File: config.mk
export PLATFORM = sky130hd
export DESIGN_NAME = mbist_mux_nrep
export DESIGN_NICKNAME = d
export VERILOG_FILES = /design/src/rtl/mbist_mux_nrep_pkg.sv /design/src/rtl/mbist_repair_cam.sv /design/src/rtl/mbist_mux_nrep.sv
export VERILOG_INCLUDE_DIRS = /design/src /design/src/rtl
export SDC_FILE = /design/constraint.sdc
export NUM_CORES = 1
export LEC_CHECK = 0
export BUFFER_PORTS_ARGS = -buffer_cell sky130_fd_sc_hd__buf_2
export CAP_MARGIN = 25
export CORE_MARGIN = 2
export CORE_UTILIZATION = 49
export CTS_CLUSTER_SIZE = 10
export DETAILED_ROUTE_END_ITERATION = 10
export PLACE_DENSITY_LB_ADDON = 0.05
export SETUP_SLACK_MARGIN = 0.02
export SLEW_MARGIN = 40
export SYNTH_ARGS = -nofsm -noshare
export SYNTH_HDL_FRONTEND = slang
export SYNTH_HIERARCHICAL = 1
export SYNTH_SLANG_ARGS = --single-unit
File: constraint.sdc
create_clock -name clk -period 4.3 [get_ports clk]
set_input_delay 0.86 -clock clk [delete_from_list [all_inputs] [get_ports clk]]
set_output_delay 0.86 -clock clk [all_outputs]
set_load 0.01 [all_outputs]
File: src/rtl/mbist_def.svh
// Repair table entry layout shared by the repair CAM.
// An entry is {valid, addr}; valid sits at the MSB so the serial repair
// chain order falls directly out of the packed layout.
`ifndef MBIST_DEF_SVH
`define MBIST_DEF_SVH
`define MBIST_ENTRY_T(AW) struct packed { logic valid; logic [(AW)-1:0] addr; }
`endif

File: src/rtl/mbist_mux_nrep_pkg.sv
// Shared helpers for the multi-spare MBIST memory mux.
package mbist_mux_nrep_pkg;

  localparam int MAX_REPAIR_CNT = 8;

  // Inclusive range check on zero-extended addresses.
  function automatic logic in_rng(input logic [15:0] a, input logic [15:0] lo,
                                  input logic [15:0] hi);
    return (a >= lo) && (a <= hi);
  endfunction

endpackage

File: src/rtl/mbist_repair_cam.sv
// Repair CAM: table of {valid, addr} entries, two lookup ports with
// lowest-index priority, de-duplicating allocator fed by BIST errors,
// and a serial scan chain over the whole table.
// Ports:
//   clk, rst_n            clock, async active-low reset
//   clr, shift, sdi, sdo  table clear, chain shift enable, chain in/out
//   err, err_addr         failing-address capture pulse
//   addr_a/addr_b         lookup addresses; hit_x/idx_x lookup results
//   fail                  sticky repair-capacity / spare-failure flag
//   cnt                   number of valid entries
module mbist_repair_cam
  import mbist_mux_nrep_pkg::*;
#(
  parameter int                 ADDR_WD      = 9,
  parameter int                 CNT          = 4,
  parameter logic [ADDR_WD-1:0] ADDR_START   = 9'h000,
  parameter logic [ADDR_WD-1:0] ADDR_END     = 9'h1F0,
  parameter logic [ADDR_WD-1:0] REPAIR_START = 9'h1F8,
  localparam int IW = (CNT > 1) ? $clog2(CNT) : 1,
  localparam int CW = $clog2(CNT + 1)
) (
  input  logic               clk,
  input  logic               rst_n,
  input  logic               clr,
  input  logic               shift,
  input  logic               sdi,
  output logic               sdo,
  input  logic               err,
  input  logic [ADDR_WD-1:0] err_addr,
  input  logic [ADDR_WD-1:0] addr_a,
  input  logic [ADDR_WD-1:0] addr_b,
  output logic               hit_a,
  output logic [IW-1:0]      idx_a,
  output logic               hit_b,
  output logic [IW-1:0]      idx_b,
  output logic               fail,
  output logic [CW-1:0]      cnt
);

  `include "mbist_def.svh"
  typedef `MBIST_ENTRY_T(ADDR_WD) entry_t;

  localparam int EW = ADDR_WD + 1;

  entry_t [CNT-1:0]     tbl;
  logic   [CNT*EW-1:0]  chain;
  logic                 err_hit;
  logic                 free_ok;
  logic   [IW-1:0]      free_idx;
  logic                 err_spare;
  logic                 err_in_rng;

  assign chain = tbl;
  assign sdo   = chain[0];

  assign err_spare  = in_rng(16'(err_addr), 16'(REPAIR_START),
                             16'(REPAIR_START) + 16'(CNT - 1));
  assign err_in_rng = in_rng(16'(err_addr), 16'(ADDR_START), 16'(ADDR_END));

  // Descending loops so the lowest matching / free index is the last write.
  always_comb begin
    hit_a    = 1'b0;
    idx_a    = '0;
    hit_b    = 1'b0;
    idx_b    = '0;
    err_hit  = 1'b0;
    free_ok  = 1'b0;
    free_idx = '0;
    cnt      = '0;
    for (int i = CNT - 1; i >= 0; i--) begin
      if (tbl[i].valid && tbl[i].addr == addr_a) begin
        hit_a = 1'b1;
        idx_a = IW'(i);
      end
      if (tbl[i].valid && tbl[i].addr == addr_b) begin
        hit_b = 1'b1;
        idx_b = IW'(i);
      end
      if (tbl[i].valid && tbl[i].addr == err_addr) err_hit = 1'b1;
      if (!tbl[i].valid) begin
        free_ok  = 1'b1;
        free_idx = IW'(i);
      end
      cnt = cnt + CW'(tbl[i].valid);
    end
    // Only repairable addresses are ever remapped.
    if (!in_rng(16'(addr_a), 16'(ADDR_START), 16'(ADDR_END))) hit_a = 1'b0;
    if (!in_rng(16'(addr_b), 16'(ADDR_START), 16'(ADDR_END))) hit_b = 1'b0;
  end

  always_ff @(posedge clk or negedge rst_n) begin
    if (!rst_n) begin
      tbl  <= '0;
      fail <= 1'b0;
    end else if (clr) begin
      tbl  <= '0;
      fail <= 1'b0;
    end else if (shift) begin
      tbl <= {sdi, chain[CNT*EW-1:1]};
    end else if (err) begin
      if (err_hit) begin
        // already repaired
      end else if (err_spare) begin
        fail <= 1'b1;
      end else if (!err_in_rng) begin
        // not repairable, not a spare: ignore
      end else if (free_ok) begin
        tbl[free_idx].valid <= 1'b1;
        tbl[free_idx].addr  <= err_addr;
      end else begin
        fail <= 1'b1;
      end
    end
  end

endmodule

File: src/rtl/mbist_mux_nrep.sv
// MBIST / functional mux for a dual-port SRAM (read port A, write port B)
// with BIST_REPAIR_CNT spare rows. BIST or functional controls are muxed
// combinationally, then both port addresses are remapped onto spares via
// a shared repair CAM.
// Ports: clk/rst_n; BIST controls (bist_*); functional port A/B (func_*);
// memory port A/B (mem_*); repair status (bist_correct, bist_fail_repair,
// bist_repair_cnt) and repair scan chain (bist_shift, bist_sdi, bist_sdo).
module mbist_mux_nrep
  import mbist_mux_nrep_pkg::*;
#(
  parameter int                      BIST_ADDR_WD           = 9,
  parameter int                      BIST_DATA_WD           = 32,
  parameter logic [BIST_ADDR_WD-1:0] BIST_ADDR_START        = 9'h000,
  parameter logic [BIST_ADDR_WD-1:0] BIST_ADDR_END          = 9'h1F0,
  parameter logic [BIST_ADDR_WD-1:0] BIST_REPAIR_ADDR_START = 9'h1F8,
  parameter int                      BIST_REPAIR_CNT        = 4,
  localparam int MW = BIST_DATA_WD / 8,
  localparam int CW = $clog2(BIST_REPAIR_CNT + 1),
  localparam int IW = (BIST_REPAIR_CNT > 1) ? $clog2(BIST_REPAIR_CNT) : 1
) (
  input  logic                    clk,
  input  logic                    rst_n,
  input  logic                    scan_mode,
  input  logic                    bist_en,
  input  logic [BIST_ADDR_WD-1:0] bist_addr,
  input  logic [BIST_DATA_WD-1:0] bist_wdata,
  input  logic                    bist_wr,
  input  logic                    bist_rd,
  input  logic                    bist_error,
  input  logic [BIST_ADDR_WD-1:0] bist_error_addr,
  input  logic                    bist_repair_clr,
  input  logic                    bist_shift,
  input  logic                    bist_sdi,
  output logic                    bist_sdo,
  output logic                    bist_correct,
  output logic                    bist_fail_repair,
  output logic [CW-1:0]           bist_repair_cnt,
  input  logic                    func_cen_a,
  input  logic [BIST_ADDR_WD-1:0] func_addr_a,
  output logic [BIST_DATA_WD-1:0] func_dout_a,
  input  logic                    func_cen_b,
  input  logic                    func_web_b,
  input  logic [MW-1:0]           func_mask_b,
  input  logic [BIST_ADDR_WD-1:0] func_addr_b,
  input  logic [BIST_DATA_WD-1:0] func_din_b,
  output logic                    mem_cen_a,
  output logic [BIST_ADDR_WD-1:0] mem_addr_a,
  input  logic [BIST_DATA_WD-1:0] mem_dout_a,
  output logic                    mem_cen_b,
  output logic                    mem_web_b,
  output logic [MW-1:0]           mem_mask_b,
  output logic [BIST_ADDR_WD-1:0] mem_addr_b,
  output logic [BIST_DATA_WD-1:0] mem_din_b
);

  logic [BIST_ADDR_WD-1:0] pre_a, pre_b;
  logic                    hit_a, hit_b;
  logic [IW-1:0]           idx_a, idx_b;

  assign pre_a      = bist_en ? bist_addr : func_addr_a;
  assign pre_b      = bist_en ? bist_addr : func_addr_b;
  assign mem_cen_a  = bist_en ? !bist_rd  : func_cen_a;
  assign mem_cen_b  = bist_en ? !bist_wr  : func_cen_b;
  assign mem_web_b  = bist_en ? !bist_wr  : func_web_b;
  assign mem_mask_b = bist_en ? '1        : func_mask_b;
  assign mem_din_b  = bist_en ? bist_wdata : func_din_b;

  // In scan mode the write data is looped back so the read path is observable.
  assign func_dout_a = scan_mode ? mem_din_b : mem_dout_a;

  assign mem_addr_a = hit_a ? BIST_REPAIR_ADDR_START + BIST_ADDR_WD'(idx_a) : pre_a;
  assign mem_addr_b = hit_b ? BIST_REPAIR_ADDR_START + BIST_ADDR_WD'(idx_b) : pre_b;

  assign bist_correct = (bist_repair_cnt != '0) && !bist_fail_repair;

  mbist_repair_cam #(
    .ADDR_WD      (BIST_ADDR_WD),
    .CNT          (BIST_REPAIR_CNT),
    .ADDR_START   (BIST_ADDR_START),
    .ADDR_END     (BIST_ADDR_END),
    .REPAIR_START (BIST_REPAIR_ADDR_START)
  ) u_cam (
    .clk      (clk),
    .rst_n    (rst_n),
    .clr      (bist_repair_clr),
    .shift    (bist_shift),
    .sdi      (bist_sdi),
    .sdo      (bist_sdo),
    .err      (bist_error),
    .err_addr (bist_error_addr),
    .addr_a   (pre_a),
    .addr_b   (pre_b),
    .hit_a    (hit_a),
    .idx_a    (idx_a),
    .hit_b    (hit_b),
    .idx_b    (idx_b),
    .fail     (bist_fail_repair),
    .cnt      (bist_repair_cnt)
  );

endmodule

==> metrics.csv <==
stage,metric,value,unit
routing,routed_via_density,5.90,
logic_synthesis,synth_edf_count,0,
logic_synthesis,yosysTopAreaCell,dfrtp_1,
critical_path,cp_slowest_cell,mux2_4,
global_route,grt_pass1_wl,29.0,mm
min_path,hold_path.class,input port to asynchronous set/reset pin,
sta,final_hold_viol_count,0,
sta,worst_pin_slew,0.819,ns
cts,cts_num_sinks,41,
logic_synthesis,synth_top_area_share,19.3,%
logic_synthesis,ys.flop_type,dfrtp_1,
cells_and_area,synthToLayoutAreaGrowth,25.0,%
logic_synthesis,yosys.cell_types.count,49,
logic_synthesis,syn_avg_cell_area,8.85,um^2
global_route,grt_overflow,0,
critical_path,reg2reg_from,u_cam/chain[28],
sta,grt_setup_unrepaired,no,
sta,fmax,0.245,GHz
cells_and_area,num_antenna_cells,0,
logic_synthesis,ys_ff_latch,41,
die,pin_count,244,
job,max_cap_violations,0,
critical_path,cp_common_cell,buf_4,
sta,tns,0,ns
cells_and_area,final_layout_size_suffix_gt1_share,44.0,%
sta,max-slew-margin-rel,45.4,%
logic_synthesis,synth_fp_nets,752,
pwr,vdd_drop_max,260,uV
logic_synthesis,synthArstFlopShare,100,%
critical_path,start_kind,input port,
critical_path,critPathLaunch,bist_en,
pwr,p_per_area,223,nW/um^2
routing,ant_nets,0,
placed_design,portBuffers,243,
routing,wl_per_cell,21.2,um
cts,cts_resized,0,
cts,cts_made_buffers,5,
die,die_area,11700,um^2
placed_design,gp_congestion,1.01,
global_route,grt_max_degree,60,
die,initial_core_util,49.6,%
routing,drtIter0Drc,606,
pwr,p_leak,3.03,nW
critical_path,endpoint_kind,primary output,
critical_path,critPathKind,input port to primary output,
cts,cts_tree,yes,
cts,clk_pin_slew,0.09,ns
logic_synthesis,yosys-top-cells-area,"dfrtp_1, mux2_4, xnor2_1",
placed_design,hpwl,15.4,mm
critical_path,cp_max_fo,27,
cts,worst_skew_pair.late_latency,0.30,ns
critical_path,cp.arrival,3.23,ns
cells_and_area,multi_input_area,3780,um^2
cells_and_area,fin_util,62.0,%
routing,firstDrtPassIters,6,
cts,htreeDepth,2,
die,die_y,108,um
routing,vias,5562,
logic_synthesis,yosysWarnings,6,
routing,drt-total-wl,19.9,mm
cts,cts_setup_buffers,0,
cts,ctsHoldBuffers,0,
sta,fin_skew,0.0103,ns
critical_path,cp_cell_sequence,"buf_6, buf_4, mux2_4, xnor2_1, nand4_1, nor4_2, nor2b_1, a21oi_1, inv_1, buf_4, o211ai_1, buf_2",
cells_and_area,ff_latch_area,1030,um^2
logic_synthesis,synth.most_common_cell,xnor2_1,
die,core,10700,um^2
die,die_w,108,um
cells_and_area,nets,953,
sta,finalSetupViolations,0,
global_route,antenna_found_initial,2,
global_route,first_global_vias,5233,
logic_synthesis,syn-instance-count,600,
logic_synthesis,seq_area_frac_synth,19.3,%
run_status,status,completed,
routing,drc,0,
die,num_rows,38,
critical_path,critPathRequiredTime,3.44,ns
sta,finalCritPeriodShare,95.1,%
sta,drv_slew,0,
cts,clockBufferDepth,2,
sta,finalCriticalPeriod,4.09,ns
logic_synthesis,synth_commonest_cells,"xnor2_1, mux2_4, inv_1",
critical_path,slowest_delay,0.38,ns
cts,root_buffer,clkbuf_8,
cells_and_area,fill_cells,974,
global_route,grt_use_total,32.2,%
logic_synthesis,syn_area,5310,um^2
[registers in the layout, summed over array words and instances (netlist names)]
| register | count |
|---|---|
| u_cam/fail | 1 |
| u_cam/sdo | 1 |
| u_cam/chain | 39 |
[layout by cell type (no fill, tap or decap), drive strengths merged, types with 3 or more instances in the layout]
| cell | instances |
|---|---|
| a2111oi | 15 |
| a211oi | 20 |
| a21oi | 7 |
| a221oi | 19 |
| a31oi | 21 |
| buf | 261 |
| clkbuf | 7 |
| dfrtp | 41 |
| inv | 42 |
| mux2 | 72 |
| nand2 | 16 |
| nand2b | 3 |
| nand3 | 6 |
| nand4 | 25 |
| nor2 | 16 |
| nor2b | 20 |
| nor3 | 14 |
| nor4 | 14 |
| o211ai | 12 |
| o21ai | 33 |
| or2 | 5 |
| or3 | 4 |
| xnor2 | 86 |
| xor2 | 22 |
[kinds of logic (layout without fill, tap and decap cells)]
| logic type | count (synthesis) | in the layout | share of synthesized area [%] |
|---|---|---|---|
| buffers and inverters | 109 | 311 | 9.95 |
| multiplexers | 73 | 73 | 19.6 |
| AO/OA/AOI/OAI | 136 | 136 | 18.4 |
| adder cells (fa/ha/maj) | 3 | 3 | 0.848 |
| AND/OR/NAND/NOR | 130 | 130 | 14.1 |
| flip-flops | 41 | 41 | 19.3 |
| XOR/XNOR | 108 | 108 | 17.8 |
[power by group]
group          total [mW]  internal, mW  leakage (nW)  switching (mW)
clock network       0.332         0.190        0.0585           0.143
logic               0.675         0.328          2.43           0.347
registers           0.474         0.410         0.542          0.0636
total                1.48         0.927          3.03           0.553
[per-stage QoR]
stage	instances	power (mW)	area (um^2)	hold WS [ns]	setup slack, ns
2_1_floorplan	600	0.905	5310	0.547	0.325
3_3_place_gp	934	1.13	6480	0.511	0.229
3_5_place_dp	934	1.14	6500	0.540	0.116
4_1_cts	942	1.47	6620	0.548	0.103
5_1_grt	942	1.56	6630	0.566	0.105
6_report	942	1.48	6630	0.531	0.211
[critical path: cells and delay by family]
family          cells  cell delay [ns]
buf+inv             5             0.86
compound gates      2             0.33
xor+xnor            1             0.18
simple gates        3             0.59
mux                 1             0.38
[cell type report]
type,count,share of cell area (%)
clock buffer,7,1.30
clock inverter,1,0.453
inverter,42,2.38
multi-input combinational,450,57.0
sequential,41,15.5
tap,140,2.64
timing repair buffer,261,20.8
[final timing paths]
| path | slack, ns | to | cells past startpoint |
|---|---|---|---|
| min reg2reg | 0.55 | u_cam/fail | 2 |
| max | 0.21 | mem_addr_b[3] | 12 |
| max reg2reg | 1.58 | u_cam/chain[10] | 7 |
| min | 0.53 | u_cam/fail | 1 |
| max in group asynchronous | 3.38 | u_cam/chain[14] | 1 |
| min in group clk | 0.55 | u_cam/fail | 2 |
[metal layers]
metal / GRT usage, % / share of wire, % / vias to the layer above
met4: 11.4 / 2.2 / 4
met1: 43.5 / 41 / 2603
met5: 0 / 0.12 / -
met2: 52.4 / 48 / 356
li1: - / - / 2559
met3: 4.82 / 8.9 / 40
Power figures use the tool's default switching activity.
